**config.mk**
```make
export PLATFORM = sky130hd
export DESIGN_NAME = serial_subtractor_ctrl
export DESIGN_NICKNAME = d
export VERILOG_FILES = /design/src/rtl/serial_subtractor_ctrl.sv
export SDC_FILE = /design/constraint.sdc
export NUM_CORES = 1
export LEC_CHECK = 0
export ABC_CLOCK_PERIOD_IN_PS = 1300
export CAP_MARGIN = 5
export CORE_MARGIN = 2
export CORE_UTILIZATION = 35
export DETAILED_ROUTE_END_ITERATION = 16
export PLACE_DENSITY = 0.7
export SLEW_MARGIN = 20
export SYNTH_ARGS = -nofsm -noshare
export SYNTH_HDL_FRONTEND = slang
export SYNTH_SLANG_ARGS = --single-unit
export TNS_END_PERCENT = 100
```
**constraint.sdc**
```tcl
create_clock -name clk -period 1.3 [get_ports clk]
set_input_delay 0.325 -clock clk [delete_from_list [all_inputs] [get_ports clk]]
set_output_delay 0.325 -clock clk [all_outputs]
set_load 0.01 [all_outputs]
```
**src/rtl/serial_subtractor_ctrl.sv**
```systemverilog
// serial_subtractor_ctrl
//   Bit-serial unsigned subtractor d = a - b. One 1-bit subtract cell with a
//   borrow flip-flop is reused over WIDTH cycles, LSB first, under a
//   start/busy/done handshake.
//
// Ports
//   clk     in   1      rising-edge clock
//   rst     in   1      synchronous active-high reset
//   start   in   1      request, sampled only while idle
//   a       in   WIDTH  minuend, captured on the accepting edge
//   b       in   WIDTH  subtrahend, captured on the accepting edge
//   busy    out  1      high while bits are being processed
//   done    out  1      one-cycle pulse, d/borrow valid
//   d       out  WIDTH  registered difference, a - b mod 2^WIDTH
//   borrow  out  1      registered final borrow (a < b)
//
// state | meaning
// ------+-------------------------------------------------------------
// IDLE  | waiting for start; operands loaded on the accepting edge
// RUN   | one bit per cycle through the subtract cell, WIDTH cycles
// DONE  | done pulse for one cycle, then back to IDLE

module serial_subtractor_ctrl #(
    parameter int WIDTH = 8
) (
    input  logic             clk,
    input  logic             rst,
    input  logic             start,
    input  logic [WIDTH-1:0] a,
    input  logic [WIDTH-1:0] b,
    output logic             busy,
    output logic             done,
    output logic [WIDTH-1:0] d,
    output logic             borrow
);

    localparam int CW = (WIDTH > 1) ? $clog2(WIDTH) : 1;
    localparam logic [CW-1:0] CNT_LAST = CW'(WIDTH - 1);

    typedef enum logic [1:0] {
        IDLE = 2'd0,
        RUN  = 2'd1,
        DONE = 2'd2
    } state_t;

    state_t state, state_next;

    logic [WIDTH-1:0] a_sh, b_sh, res_sh;
    logic [CW-1:0]    cnt;
    logic             br;

    logic             x, y, diff, br_next, last_bit;
    logic [WIDTH-1:0] res_next;

    // Subtract cell and result shift. Shifting the whole register and then
    // overwriting the MSB keeps the expression valid for WIDTH=1.
    always_comb begin
        x        = a_sh[0];
        y        = b_sh[0];
        diff     = x ^ y ^ br;
        br_next  = (~x & y) | (~(x ^ y) & br);
        res_next = res_sh >> 1;
        res_next[WIDTH-1] = diff;
        last_bit = (cnt == CNT_LAST);
    end

    // State register
    always_ff @(posedge clk) begin
        if (rst) begin
            state <= IDLE;
        end else begin
            state <= state_next;
        end
    end

    // Next-state logic
    always_comb begin
        state_next = state;
        case (state)
            IDLE:    if (start) state_next = RUN;
            RUN:     if (last_bit) state_next = DONE;
            DONE:    state_next = IDLE;
            default: state_next = IDLE;
        endcase
    end

    // Outputs decode straight from the state register, so they are glitch-free
    // registered signals with no path from the inputs.
    always_comb begin
        busy = (state == RUN);
        done = (state == DONE);
    end

    // Datapath
    always_ff @(posedge clk) begin
        if (rst) begin
            a_sh   <= '0;
            b_sh   <= '0;
            res_sh <= '0;
            br     <= 1'b0;
            cnt    <= '0;
            d      <= '0;
            borrow <= 1'b0;
        end else begin
            case (state)
                IDLE: begin
                    if (start) begin
                        a_sh   <= a;
                        b_sh   <= b;
                        res_sh <= '0;
                        br     <= 1'b0;
                        cnt    <= '0;
                    end
                end
                RUN: begin
                    a_sh   <= a_sh >> 1;
                    b_sh   <= b_sh >> 1;
                    res_sh <= res_next;
                    br     <= br_next;
                    // cnt stops at the last bit; it is reloaded on the next accept
                    if (!last_bit) begin
                        cnt <= cnt + 1'b1;
                    end else begin
                        d      <= res_next;
                        borrow <= br_next;
                    end
                end
                default: ;
            endcase
        end
    end

endmodule

```
==> flow_summary.ini, run 1 <==
[run_status]
status = complete, no violations

[floorplan]
coreArea_um2 = 4692
die_w_um = 73.68
start_util_pct = 36.21
rows = 25
die_y_um = 73.68
ios = 30
dieArea_um2 = 5428

[routing]
postRouteWirelength_um = 3588
initialDrtViolationCount = 47
first_pass_iters = 4
routedWlPerCell_um = 12.91
avgViaCountPerCell = 5.122
vias = 1424
drc = 0
ant_nets = 0

[timing]
fin_crit_sh_pct = 96.06
final-hold-violation-count = 0
max_freq_mhz = 800.7
fin_crit_ns = 1.249
setup_violations = 0
slew_viol_final = 0
tightest_slew_ns = 0.3559
slew_headroom_pct = 76.27
fin_skew_ns = 0.005928

[clocking]
clk_pin_slew_worst_paths_ns = 0.07
cts_buffer_depth = 2
numCtsBuffers = 5
h-tree-depth = 2
postCtsHoldBufs = 0
cts_tree = done
clk_latency_ns = 0.29
clkSinkCount = 38
cts-root-buf = clkbuf_8
cts_setup_buffers = 0

[pwr]
power.total_mw = 2.842
power.density_nw_per_um2 = 1211
ir_drop_v = 0.0006028
p_leak_nw = 0.9307

[layout]
syn_to_final_growth_pct = 38.14
seq_area_um2 = 764.5
diodes = 0
layoutNonFillerInstCount = 278
fin_nets = 245
fin_util_pct = 50.03
drive_above_1_share_pct = 24.55
fillers = 435
multi_input_area_um2 = 852.1

[yosys]
syn_area_per_cell_um2 = 9.336
ys.flop_type = dfxtp_1
ys_ff_latch = 38
syn-num-nets = 204
syn_area_um2 = 1699
yosysWarnings = 0
syn_inst = 182
ys_seq_area_share_pct = 44.77
synthArstFlopShare_pct = 0
ys_types = 32
synth-edff-count = 0

[placement]
dp_cells = 268
dp_hpwl_um = 2431
gp_congestion = 0.7334
numPortBuffers = 29

[critical_path]
crit_fanout = 4
cp.required_ns = 0.98
critical_path_buf_inv_count = 2
cpPeakStageDelay_ns = 0.33
worstSetupPathType = flop to output pin
arrival_ns = 0.92
slowest_stage = dfxtp_2
path_cells = nand2b_4, inv_2, buf_6
crit_path_end_kind = output pin
startpoint_type = flop
cp_top_family = flip-flops

[global_routing]
grt_pass1_wl_um = 5871
antenna_found_initial = 0
grt-ovfl-total = 0
first_global_vias = 1315
grt_usage_pct = 14.08
grt_max_degree = 21

[run]
cap_violations = 0

[hold_path]
worstHoldPathType = input port to flop
-- Yosys cell counts, types with 2 or more instances --
master,instances,area [um^2]
a211oi_1,2,15.01
a211oi_2,9,112.6
a21oi_1,18,90.09
a22oi_1,7,52.55
a31oi_1,3,18.77
buf_2,6,30.03
buf_6,4,45.04
clkbuf_1,3,11.26
dfxtp_1,38,760.7
ha_1,2,25.02
inv_1,6,22.52
mux2i_1,12,120.1
nand2_1,11,41.29
nand3_1,12,60.06
nand4bb_1,2,22.52
nor2_1,28,105.1
o21ai_0,2,10.01
o221a_2,3,33.78
-- cells in the final DEF, fill, tap and decap left out, types with 6 or more instances in the layout --
cell             instances
a211oi_2                 9
a21oi_1                 18
a22oi_1                  6
buf_4                   11
clkbuf_8                 6
clkdlybuf4s50_1         17
dfxtp_1                 35
dlygate4sd2_1            9
inv_1                    6
mux2i_1                 11
nand2_1                 11
nand3_1                 12
nor2_1                  28
-- power by group --
group          total, mW  switching (mW)  internal [mW]  leakage [nW]
logic              0.369           0.168          0.201         0.548
registers           1.25          0.0359           1.22         0.312
clock network       1.22           0.403          0.818        0.0714
-- registers in the layout, indices dropped and copies added, names as in the netlist --
name,flops
state,2
res_sh,7
d,8
a_sh,8
cnt,3
br,1
borrow,1
b_sh,8
-- final cells by class --
type,count,share of cell area [%]
clock buffer,6,3.518
clock inverter,2,2.559
inverter,7,1.119
multi-input combinational,122,36.30
sequential,38,32.57
tap,54,2.878
timing repair buffer,49,21.06
-- through the flow --
| stage | instance area, um^2 | worst slack [ns] | hold WS [ns] | TNS [ns] |
|---|---|---|---|---|
| CTS | 2301 | 0.01111 | 0.4519 | 0 |
| floorplan | 1700 | 0.004803 | 0.4432 | 0 |
| global route | 2347 | -0.008462 | 0.4742 | -0.008462 |
| global placement | 2147 | -0.2566 | 0.4433 | -5.158 |
| finish | 2347 | 0.05116 | 0.4447 | 0 |
| detailed placement | 2147 | -0.2739 | 0.4433 | -5.372 |
-- per-layer routing --
| metal | GRT usage (%) | vias up | share of wire (%) |
|---|---|---|---|
| li1 | - | 727 | - |
| met1 | 17.38 | 666 | 45 |
| met2 | 23.21 | 25 | 50 |
| met3 | 3.841 | 6 | 3.8 |
| met4 | 5.455 | 0 | 1.5 |
| met5 | 0 | - | 0 |
-- final timing paths --
path,start,endpoint,slack [ns],cells past startpoint
min reg2reg,d[4],d[4],0.45,2
max reg2reg,cnt[0],d[2],0.06,6
max,state[1],busy,0.05,3
min,start,b_sh[7],0.44,3
-- cells by family after synthesis --
kind of cell,Yosys count,share of synthesized area (%)
flops,38,44.77
simple gates,58,15.91
fa+ha+maj,3,2.651
compound gates,48,22.02
buf+inv,23,7.584
mux,12,7.070
-- tightest hold or removal path, delay by kind of cell --
kind                   cells  cell delay [ns]
buffers and inverters      1             0.18
AND/OR/NAND/NOR            1             0.13
AO/OA/AOI/OAI              1             0.06
-- what timing repair did --
action,4_1_cts,5_1_grt
gates resized for setup,23,11
setup endpoints to repair,31,27
cloned,1,1
pin swaps,1,1
(Power assumes the default switching activity.)
==> run 2: changes to the inputs <==
ABC_CLOCK_PERIOD_IN_PS = 1600   (was 1300)
CORE_ASPECT_RATIO = 0.9   (was default)
CORE_UTILIZATION = 51   (was 35)
PLACE_DENSITY = 0.89   (was 0.7)
clock period = 1.6 ns   (was 1.3 ns; I/O delays follow)
==> flow_summary.ini, run 2 (synthesis gave the netlist of run 1 again) <==
[routing]
ant_nets = 0
initialDrtViolationCount = 97
postRouteWirelength_um = 3857
first_pass_iters = 4
avgViaCountPerCell = 5.650
vias = 1452
drc = 0
routedWlPerCell_um = 15.01

[global_routing]
first_global_vias = 1297
grt-ovfl-total = 0
grt_usage_pct = 21.17
grt_pass1_wl_um = 6113
grt_max_degree = 39
antenna_found_initial = 0

[placement]
dp_cells = 246
numPortBuffers = 29
dp_worst_setup_slack_ns = -0.09962
place_area_um2 = 2019
gp_congestion = 0.7928
dp_hpwl_um = 2413

[layout]
final_area_um2 = 2205
syn_to_final_growth_pct = 29.75
layout_commonest_cell = dfxtp_1
fin_nets = 236
drive_above_1_share_pct = 17.67
mostFrequentLayoutCells = dfxtp_1, nor2_1, clkdlybuf4s50_1
layoutNonFillerInstCount = 257
largestRegisters = a_sh (8), b_sh (8), d (8)
diodes = 0
fillers = 216

[run_status]
status = complete, no violations

[clocking]
clk_latency_ns = 0.29
clkSinkCount = 38
clk_pin_slew_worst_paths_ns = 0.07
cts_tree = done
cts_buffer_depth = 2
postCtsHoldBufs = 0
numCtsBuffers = 5
h-tree-depth = 2
cts-root-buf = clkbuf_8

[critical_path]
crit_fanout = 2
startpoint_type = flop
slowest_stage = clkdlybuf4s50_1
crit_start = d[7]
worstSetupPathType = flop to output pin
path_cells = clkdlybuf4s50_1
critical_path_buf_inv_count = 1
cp_top_family = buffers and inverters
r2r_start = cnt[0]
cp.required_ns = 1.20
arrival_ns = 1.17
cpPeakStageDelay_ns = 0.54
crit_path_end_kind = output pin

[floorplan]
dieArea_um2 = 3810
rows = 19
start_util_pct = 54.56
die_y_um = 58.76
coreArea_um2 = 3114
ios = 30
die_w_um = 64.84

[timing]
setup_violations = 0
max_freq_mhz = 637.4
fin_crit_ns = 1.569
slew_headroom_pct = 76.18
rsz0062_at_grt = false
final-hold-violation-count = 0
tightest_slew_ns = 0.3573
fin_crit_sh_pct = 98.05
fin_skew_ns = 0.004443
timing.final.ws_setup_ns = 0.03123
fin_tns_setup_ns = 0
slew_viol_final = 0

[hold_path]
hp-start = d[0]
worstHoldPathType = flop to flop

[pwr]
p_leak_nw = 0.9292
ir_drop_v = 0.0006486
power.total_mw = 2.294
power.density_nw_per_um2 = 1041

[run]
cap_violations = 0
[run 2: metal layers]
metal / wire length [um] / track usage, % / vias to the layer above
met2: 1865 / 33.43 / 40
met3: 168 / 6.310 / 7
met1: 1754 / 27.83 / 698
met5: 0 / 0 / -
li1: - / - / 707
met4: 69 / 7.295 / 0
[run 2: report_power, final]
| part | total [mW] | internal [mW] | leakage (nW) | switching, mW |
|---|---|---|---|---|
| clock | 1.01 | 0.665 | 0.0714 | 0.349 |
| combinational | 0.264 | 0.132 | 0.546 | 0.133 |
| sequential | 1.02 | 0.988 | 0.311 | 0.0289 |
| total | 2.29 | 1.78 | 0.929 | 0.510 |
[run 2: final timing paths]
check | endpoint | slack (ns) | cells past startpoint
worst max-delay path | d[7] | 0.03 | 1
worst min-delay path | d[0] | 0.46 | 2
worst max register to register | d[1] | 0.16 | 6
worst min register to register | d[0] | 0.46 | 2
[run 2: area by class of cell]
type	count	area [um^2]	share of cell area (%)
flip-flops and latches	38	763.2	34.62
multi-input cells	122	822.0	37.29
inverters	7	26.28	1.192
clock inverters	2	60.06	2.724
well taps	42	52.55	2.384
repair buffers	40	397.9	18.05
clock buffers	6	82.58	3.746
[run 2: through the flow]
step	hold WS (ns)	util [%]
finish	0.4594	70.79
global route	0.4915	70.79
CTS	0.4643	69.91
detailed placement	0.4537	64.85
global placement	0.4451	64.85
floorplan	0.4432	-
[run 2: what timing repair did]
action,4_1_cts,5_1_grt
resized for setup,4,7
endpoints found under the setup margin,5,10
pin swaps,1,1
gates cloned,0,1
setup buffers,2,0
